File: src/rtl/alu_result_skid.sv
// Two-entry registered skid buffer between the ALU result path and write-back.
// Main register drives the outputs; the skid register absorbs one result under backpressure.
module alu_result_skid #(
  parameter int unsigned DATA_W = 32,
  parameter int unsigned TAG_W  = 5
) (
  input  logic              clk,
  input  logic              rst_n,
  input  logic              flush,
  input  logic              in_valid,
  output logic              in_ready,
  input  logic [DATA_W-1:0] in_result,
  input  logic [TAG_W-1:0]  in_rd,
  input  logic              in_wen,
  output logic              out_valid,
  input  logic              out_ready,
  output logic [DATA_W-1:0] out_result,
  output logic [TAG_W-1:0]  out_rd,
  output logic              out_wen,
  output logic              out_zero
);

  // State bits are {main_valid, skid_valid}.
  typedef enum logic [1:0] {
    EMPTY = 2'b00,
    ONE   = 2'b10,
    FULL  = 2'b11
  } state_t;

  state_t r_state, w_state_nx;
  logic   r_in_ready;

  logic [DATA_W-1:0] r_m_result, r_s_result;
  logic [TAG_W-1:0]  r_m_rd, r_s_rd;
  logic              r_m_wen, r_s_wen;
  logic              r_m_zero, r_s_zero;

  logic w_accept, w_pop, w_in_zero;
  logic w_ld_main_in, w_ld_main_skid, w_ld_skid;

  assign w_accept  = in_valid & r_in_ready;
  assign w_pop     = r_state[1] & out_ready;
  assign w_in_zero = (in_result == '0);

  always_comb begin
    w_state_nx     = r_state;
    w_ld_main_in   = 1'b0;
    w_ld_main_skid = 1'b0;
    w_ld_skid      = 1'b0;
    if (flush) begin
      w_state_nx = EMPTY;
    end else begin
      case (r_state)
        EMPTY: begin
          if (w_accept) begin
            w_ld_main_in = 1'b1;
            w_state_nx   = ONE;
          end
        end
        ONE: begin
          if (w_accept && w_pop) begin
            w_ld_main_in = 1'b1;
          end else if (w_accept) begin
            w_ld_skid  = 1'b1;
            w_state_nx = FULL;
          end else if (w_pop) begin
            w_state_nx = EMPTY;
          end
        end
        FULL: begin
          if (w_pop) begin
            w_ld_main_skid = 1'b1;
            w_state_nx     = ONE;
          end
        end
        default: w_state_nx = EMPTY;
      endcase
    end
  end

  // in_ready is registered from the next state so out_ready never reaches it combinationally.
  always_ff @(posedge clk or negedge rst_n) begin
    if (!rst_n) begin
      r_state    <= EMPTY;
      r_in_ready <= 1'b1;
    end else begin
      r_state    <= w_state_nx;
      r_in_ready <= (w_state_nx != FULL);
    end
  end

  always_ff @(posedge clk or negedge rst_n) begin
    if (!rst_n) begin
      r_m_result <= '0;
      r_m_rd     <= '0;
      r_m_wen    <= 1'b0;
      r_m_zero   <= 1'b0;
      r_s_result <= '0;
      r_s_rd     <= '0;
      r_s_wen    <= 1'b0;
      r_s_zero   <= 1'b0;
    end else begin
      if (w_ld_main_in) begin
        r_m_result <= in_result;
        r_m_rd     <= in_rd;
        r_m_wen    <= in_wen;
        r_m_zero   <= w_in_zero;
      end else if (w_ld_main_skid) begin
        r_m_result <= r_s_result;
        r_m_rd     <= r_s_rd;
        r_m_wen    <= r_s_wen;
        r_m_zero   <= r_s_zero;
      end
      if (w_ld_skid) begin
        r_s_result <= in_result;
        r_s_rd     <= in_rd;
        r_s_wen    <= in_wen;
        r_s_zero   <= w_in_zero;
      end
    end
  end

  assign in_ready   = r_in_ready;
  assign out_valid  = r_state[1];
  assign out_result = r_m_result;
  assign out_rd     = r_m_rd;
  assign out_wen    = r_m_wen;
  assign out_zero   = r_m_zero;

endmodule
File: config.mk
export PLATFORM = sky130hd
export DESIGN_NAME = alu_result_skid
export DESIGN_NICKNAME = d
export VERILOG_FILES = /design/src/rtl/alu_result_skid.sv
export SDC_FILE = /design/constraint.sdc
export NUM_CORES = 1
export LEC_CHECK = 0
export CAP_MARGIN = 20
export CORE_ASPECT_RATIO = 1.5
export CORE_MARGIN = 3
export CORE_UTILIZATION = 44
export DETAILED_ROUTE_END_ITERATION = 12
export PLACE_DENSITY = 0.83
export SLEW_MARGIN = 0
export SYNTH_ARGS = -nofsm -noshare
export SYNTH_HDL_FRONTEND = slang
export SYNTH_SLANG_ARGS = --single-unit
File: constraint.sdc
create_clock -name clk -period 1.5 [get_ports clk]
set_input_delay 0.3 -clock clk [delete_from_list [all_inputs] [get_ports clk]]
set_output_delay 0.3 -clock clk [all_outputs]
set_load 0.05 [all_outputs]
# Yosys cells after proc, flatten, opt, wreduce, memory -nomap -nowiden
# Cells that the tools add are included.
# word_totals
register_bits	81
input_bits	43
# op_classes
bitwise	2
mux	25
reduce_logical	4
n_eq_ne	3
# ops
op	count
32-bit two-way mux	2
32-bit logical NOT	1
1-bit two-way mux	13
2-bit two-way mux	6
5-bit two-way mux	2
2-bit case mux with 3 select lines	1
2-bit equality test, second input constant	2
1-bit AND	2
2-bit logical NOT	1
2-bit inequality test, second input constant	1
1-bit case mux with 2 select lines	1
2-bit nonzero test	1
1-bit logical AND	1

# Logic depth before layout (Yosys ltp)
# logic_depth
depth_word	7
ltp_mapped	6

# Worst setup path before layout
# Ideal clock, no wire load.
# synth_timing
path_kind	register -> register
from	register r_in_ready, in the netlist in_ready
to	register r_s_result[21]
stages_incl_launch_ff	6
slack_ns	-0.362
t_arrival_ns	1.737
n_path_buf	2
synth_period_minus_slack_ns	1.862
cell_sequence	dfstp_2 > nand3b_4 > or3_4 > buf_6 > buf_6 > mux2_4
# synth_via
elab_chain_len	5
elab_cells_between_ends	6
cone_classes	mux: 4; bitwise: 1; reduce/logical: 1
# synth_lines
element	line_no	rtl
start, declared	31	logic r_in_ready;
start signal, assigned	88	r_in_ready <= (w_state_nx != FULL);
1-bit AND *	41	assign w_accept = in_valid & r_in_ready;
1-bit two-way mux or 1-bit logical AND (tied branches)	63, 61	
1-bit two-way mux *	61	if (w_accept && w_pop) begin
1-bit two-way mux *	53	case (r_state)
1-bit two-way mux *	50	if (flush) begin
end signal, assigned	115	r_s_result <= in_result;
end, declared	33	logic [DATA_W-1:0] r_m_result, r_s_result;
# Mark *: on every way between the ends. The rest lies on a longest branch, timed or not.
# A chain may end at the register's enable or synchronous reset.

# Worst setup path after layout
# layout_timing
from	register r_in_ready, in the netlist in_ready
to	register r_s_result[30]
# The elaborated chain is that of the path after synthesis.

==> Implementation_results.wiki <==
{| class="wikitable"
! Metric !! Value
|-
| Worst slew margin relative to its limit || 61.6%
|-
| Effective utilization at floorplan || 46.1%
|-
| Setup repair after global routing missed its margin || true
|-
| Maximum ir drop on the vdd rail || 0.000809 V
|-
| Share of the clock period used by the worst path || 114%
|-
| Main flop type after synthesis || sky130_fd_sc_hd__dfrtp_1
|-
| Clock slew at the register clock pins of the worst setup and hold paths || 90 ps
|-
| Via count of the first global-routing pass || 3026
|-
| Outcome || finished, violations left
|-
| Largest fanout of any net on the critical path || 20
|-
| I/O pin total || 84
|-
| Power density cells || 1230 nW/um2
|-
| Number of flip-flops and latches in the synthesized netlist || 81
|-
| Leakage power total || 2.57 nW
|-
| Final worst path period need || 1710 ps
|-
| Synthesized area || 3400 um2
|-
| Worst Skew || 13.1 ps
|-
| Post-route antenna net violation count || 0
|-
| Classification of the worst-slack hold path || in -> async
|-
| Synthesized area divided by synthesized cell count || 14.3 um2
|-
| Worst setup margin || -213 ps
|-
| WL/cell || 20.6 um
|-
| Slew Limit Fails || 0
|-
| Post-synth cell types || 23
|-
| Total of endpoints with negative setup slack in the final report || 79
|-
| Clock sink count || 81
|-
| Grt total ovfl || 0
|-
| Fraction of the yosys area taken by sequential cells || 59.7%
|-
| Violations in the final reports || setup timing
|-
| Number of diodes added for antenna fixing || 0
|-
| Portion of total power attributed to combinational logic || 33.6%
|-
| Final weighted congestion in routability-driven placement || 0.799
|-
| Maximum number of pins on one net before global-route repair || 41
|-
| Buffers from clock root to sink, at most || 2
|-
| Routed vias || 2709
|-
| Max frequency || 584 MHz
|-
| Number of levels the H-tree was split into || 3
|-
| Global-route wire length before repair || 15800 um
|-
| Horizontal die dimension || 77.8 um
|-
| Async set-reset flop share out of synthesis || 100%
|-
| 1st-iter DRT viols || 147
|-
| Die extent in y || 114 um
|-
| Skew-Pair Late Insertion Delay || 350 ps
|-
| Count of placed standard cells including taps || 449
|-
| Worst EP arrival || 1940 ps
|-
| Most numerous cell in the Yosys netlist || sky130_fd_sc_hd__dfrtp_1
|-
| Total Die Area || 8840 um2
|-
| Portion of total power attributed to sequential cells || 43.3%
|-
| Critical Path Source Type || flop
|-
| Crit Path Class || reg -> reg
|-
| Number of port buffers || 83
|-
| Placeable Area || 7370 um2
|-
| Cell at the root of the clock tree || sky130_fd_sc_hd__clkbuf_8
|-
| Total power draw || 6.91 mW
|-
| Area share of the largest cell type after synthesis || 58.9%
|-
| Clock share of power || 23.0%
|-
| Antenna violations before repair || 0
|-
| Area growth, synth to finish || 65.8%
|-
| Final-layout worst hold slack || 360 ps
|-
| Post-Syn Nets || 281
|-
| DP Worst Slack || -699 ps
|-
| TritonCTS clock tree || built
|-
| Gate Count Post-Synth || 238
|-
| Top cells by area, synth || sky130_fd_sc_hd__dfrtp_1 59%, sky130_fd_sc_hd__a221o_1 11%, sky130_fd_sc_hd__mux2_2 9.6%
|-
| Post-synth EDFFs || 0
|-
| Count of TritonRoute iterations in the first routing pass || 4
|-
| Fin. Hold Viols || 0
|-
| Final WL || 9940 um
|-
| Fraction of power spent switching nets || 31.9%
|-
| Max Cap Viol || 0
|-
| Final cell count without fillers || 483
|-
| Share of final-layout standard cells stronger than drive strength 1 || 43.9%
|-
| Post-detailed-route DRC marker count || 0
|-
| Global Route Usage Sum || 23.6%
|-
| Number of buffers created by CTS || 9
|-
| YS warnings || 0
|-
| Data required time of the worst path || 1730 ps
|-
| Post-synth top cells || 80 x sky130_fd_sc_hd__dfrtp_1, 38 x sky130_fd_sc_hd__a221o_1, 38 x sky130_fd_sc_hd__and2_1
|-
| Nets@finish || 421
|-
| Detailed-placement wirelength estimate || 5720 um
|-
| Slew at the pin closest to its max-slew limit || 575 ps
|-
| Total internal power || 4.70 mW
|-
| Number of rows in the core area || 38
|-
| Total net switching power || 2.21 mW
|-
| Cell taking the most area after synthesis || sky130_fd_sc_hd__dfrtp_1
|-
| Critical Path End Type || flop
|-
| Mean number of vias per cell || 5.61
|}
==> cell usage in the layout, fill, tap and decap left out <==
| master | n |
|---|---|
| sky130_fd_sc_hd__nand3b_4 | 1 |
| sky130_fd_sc_hd__nand2b_4 | 1 |
| sky130_fd_sc_hd__clkdlybuf4s50_1 | 41 |
| sky130_fd_sc_hd__or3_4 | 1 |
| sky130_fd_sc_hd__nor2_4 | 3 |
| sky130_fd_sc_hd__clkinv_2 | 1 |
| sky130_fd_sc_hd__inv_6 | 3 |
| sky130_fd_sc_hd__and2_1 | 38 |
| sky130_fd_sc_hd__clkbuf_8 | 9 |
| sky130_fd_sc_hd__bufinv_16 | 1 |
| sky130_fd_sc_hd__nor3b_4 | 1 |
| sky130_fd_sc_hd__or3_1 | 1 |
| sky130_fd_sc_hd__dfstp_2 | 1 |
| sky130_fd_sc_hd__buf_12 | 47 |
| sky130_fd_sc_hd__nor2_1 | 1 |
| sky130_fd_sc_hd__a21o_1 | 1 |
| sky130_fd_sc_hd__dlygate4sd3_1 | 1 |
| sky130_fd_sc_hd__dfrtp_2 | 1 |
| sky130_fd_sc_hd__buf_4 | 41 |
| sky130_fd_sc_hd__mux2_2 | 29 |
| sky130_fd_sc_hd__inv_1 | 2 |
| sky130_fd_sc_hd__and4b_4 | 1 |
| sky130_fd_sc_hd__nand4_1 | 2 |
| sky130_fd_sc_hd__dfrtp_1 | 79 |
| sky130_fd_sc_hd__a221o_1 | 38 |
| sky130_fd_sc_hd__a21oi_1 | 2 |
| sky130_fd_sc_hd__buf_16 | 1 |
| sky130_fd_sc_hd__mux2i_4 | 1 |
| sky130_fd_sc_hd__clkinvlp_4 | 2 |
| sky130_fd_sc_hd__bufbuf_16 | 5 |
| sky130_fd_sc_hd__mux2_4 | 10 |
| sky130_fd_sc_hd__o21ai_0 | 1 |
| sky130_fd_sc_hd__nor4_1 | 8 |
| sky130_fd_sc_hd__buf_6 | 8 |
==> final timing paths <==
kind | depth (start not counted) | slack, ps | from | to
worst max-delay path | 4 | -210 | in_ready | r_s_result[30]
worst min-delay path | 2 | 360 | rst_n | out_result[11]
worst max register to register | 4 | -210 | in_ready | r_s_result[30]
worst min register to register | 1 | 500 | r_s_result[4] | r_s_result[4]
max in group asynchronous | 3 | 530 | rst_n | out_result[17]
min in group clk | 1 | 500 | r_s_result[4] | r_s_result[4]
==> per-stage QoR <==
| stage | utilization [%] | setup TNS, ps | area [um2] |
|---|---|---|---|
| 5_1_grt | 76.5 | -15980 | 5640 |
| 3_5_place_dp | 68.4 | -43460 | 5040 |
| 2_1_floorplan | - | -20880 | 3410 |
| 6_report | 76.5 | -11960 | 5640 |
| 3_3_place_gp | 68.4 | -38970 | 5040 |
| 4_1_cts | 76.0 | -10490 | 5600 |
==> repair_timing <==
item                       in CTS  in global routing
gates resized for setup        21                  5
hold endpoints to repair       16                  0
buffers inserted                8                  2
hold buffers                    1                  0
setup endpoints to repair      78                 79
pin swaps                       5                  2
gates cloned                    7                  0
==> flip-flops by register name (all words and copies together) (netlist names) <==
| name | count |
|---|---|
| r_s_wen | 1 |
| out_zero | 1 |
| out_wen | 1 |
| in_ready | 1 |
| r_state | 2 |
| r_s_result | 32 |
| r_s_rd | 5 |
| r_s_zero | 1 |
| out_rd | 5 |
| out_result | 32 |
==> power groups by stage <==
stage               logic [mW]  clock network [mW]  registers [mW]
floorplan                0.516                   0            3.47
global route              2.42                1.69            3.04
global placement          2.18                   0            2.98
detailed placement        2.23                   0            3.01
CTS                       2.32                1.62            2.97
finish                    2.32                1.59            3.00
==> worst max-delay path, cell delays in order (launching register included) <==
cell                       delay (ps)
sky130_fd_sc_hd__dfstp_2          570
sky130_fd_sc_hd__nand3b_4         100
sky130_fd_sc_hd__or3_4            400
sky130_fd_sc_hd__buf_12           190
sky130_fd_sc_hd__mux2_4           320
==> kinds of logic after synthesis <==
| kind of cell | share of synthesized area [%] |
|---|---|
| AO/OA/AOI/OAI | 11.9 |
| buffers and inverters | 3.05 |
| flip-flops | 59.7 |
| multiplexers | 14.3 |
| AND/OR/NAND/NOR | 11.1 |
==> metal layers <==
layer  global-route usage, %  routed length [um]  vias up
li1                        -                   -     1174
met1                    27.7                3700     1420
met2                    40.8                5420       94
met3                    5.53                 610       21
met4                    10.3                 212        0
met5                       0                   0        -
==> layout make-up <==
class | instances | area (um2)
Inverter | 2 | 7.51
Multi-Input combinational cell | 140 | 1320
Clock buffer | 9 | 124
Clock inverter | 7 | 76.3
Sequential cell | 81 | 2030
Tap cell | 100 | 125
Fill cell | 433 | 1730
Timing Repair Buffer | 144 | 1950
Power figures use the tool's default switching activity.
==> variant: new RTL, config.mk and constraints unchanged <==
Reset style: synchronous (`rst_n`), changed in 2 clocked blocks.
--- a/src/rtl/alu_result_skid.sv
+++ b/src/rtl/alu_result_skid.sv
@@ -80,5 +80,5 @@
 
   // in_ready is registered from the next state so out_ready never reaches it combinationally.
-  always_ff @(posedge clk or negedge rst_n) begin
+  always_ff @(posedge clk) begin
     if (!rst_n) begin
       r_state    <= EMPTY;
@@ -90,5 +90,5 @@
   end
 
-  always_ff @(posedge clk or negedge rst_n) begin
+  always_ff @(posedge clk) begin
     if (!rst_n) begin
       r_m_result <= '0;
Behaviour: differs if rst_n is asserted again (counterexample within 4 cycles, from zero or initial values and one cycle with rst_n low); with rst_n held inactive, the same outputs for 10 cycles.
==> variant against the original RTL <==
Wire length up 6.1%. Worst setup slack gained 0.22 ns. Cell area up 1.9%. Clock skew shrank 0.0074 ns. Area after synthesis is 8.6% higher. First-iteration DRC count rose by 46%. Sequential cell count unchanged.
Power is not compared: it rests on default switching activity, and its combinational part moved more than twofold at a synthesized area within 25%.
==> variant: results <==
{
  "netlist_top_cells_area": "dfxtp_1 (44%), a22oi_2 (13%), a21boi_1 (11%)",
  "use_met1_pct": 23.23,
  "r2r-start": "r_state[0]$_SDFF_PN0_",
  "fin_skew_ns": 0.005718,
  "hold_class": "in -> reg",
  "seq_cell_count": 81,
  "synth_compound_area_share_pct": 31.83,
  "met3WireLength_um": 518,
  "regArea_um2": 1625,
  "nMultiInputCombCells": 260,
  "final-nonclk-buf-share_pct": 32.41,
  "path_clk_slew_ns": 0.06,
  "rrSetupSlack_ns": 0.01,
  "wire_per_inst_um": 17.52,
  "antenna_cells": 1,
  "reg2regPathDepth": 5,
  "crit_start": "in_result[23]",
  "max_slew.worst_pin.slew_ns": 0.3775,
  "clock_area_share_pct": 4.577,
  "path_max_fanout": 2,
  "num_vias": 3227,
  "n_fill_cell": 555,
  "dp_slack_ns": -0.3376,
  "nNetsFinal": 535,
  "drive_above_1_share_pct": 40.93,
  "synth.net_count": 417,
  "nClkBuffers": 11,
  "arrival_ns": 1.75,
  "root_buffer": "clkbuf_16",
  "outcome": "completed",
  "met3_usage_pct": 4.116,
  "antenna_found_initial": 0,
  "slowest_stage": "clkdlybuf4s50_1",
  "grt_max_degree": 35,
  "cp-endpoint": "out_zero$_SDFFE_PN0P_",
  "slowest_delay_ns": 0.45,
  "synth_cell_types": 31,
  "wl_met1_um": 3836,
  "period_needed_ns": 1.498,
  "synthTopCellsByCount": "nand2_1 (97), dfxtp_1 (81), a21boi_1 (56)",
  "synth_mux_area_share_pct": 0,
  "hpwl_um": 6746,
  "gr-usage-met2_pct": 36.46,
  "grt_pass1_wl_um": 15410
}
-- variant: cell count changes after synthesis, sizes merged, moves of 12 or more --
cell and change:
nand2 +117, dfxtp +81, dfrtp -80, a21boi +76, mux2 -39, a221o -38, a22oi +38, and2 -37
buf +12
-- variant: metrics by stage --
step                      TNS, ns  instance area [um2]  util, %  std cells
final                           0                 5741    70.80        602
after global routing      -0.1349                 5738    70.77        601
after CTS                       0                 5515    68.02        592
after detailed placement   -22.45                 5253    64.78        577
after global placement     -17.63                 5253    64.78        577
after floorplan                 0                 3694        -        374
-- variant: timing repair --
action | 4_1_cts | 5_1_grt
endpoints found under the setup margin | 0 | 64
resized for setup | 0 | 10
setup buffers | 0 | 2
hold buffers | 0 | 0
-- variant: critical path, delay by kind of cell --
family / cells / cell delay [ns]
simple gates: 3 / 0.84
buf+inv: 1 / 0.45
compound gates: 1 / 0.17
-- variant: where the power goes --
group	switching [mW]	internal, mW
clock	0.829	1.14
sequential	0.0666	2.21
combinational	0.438	0.506
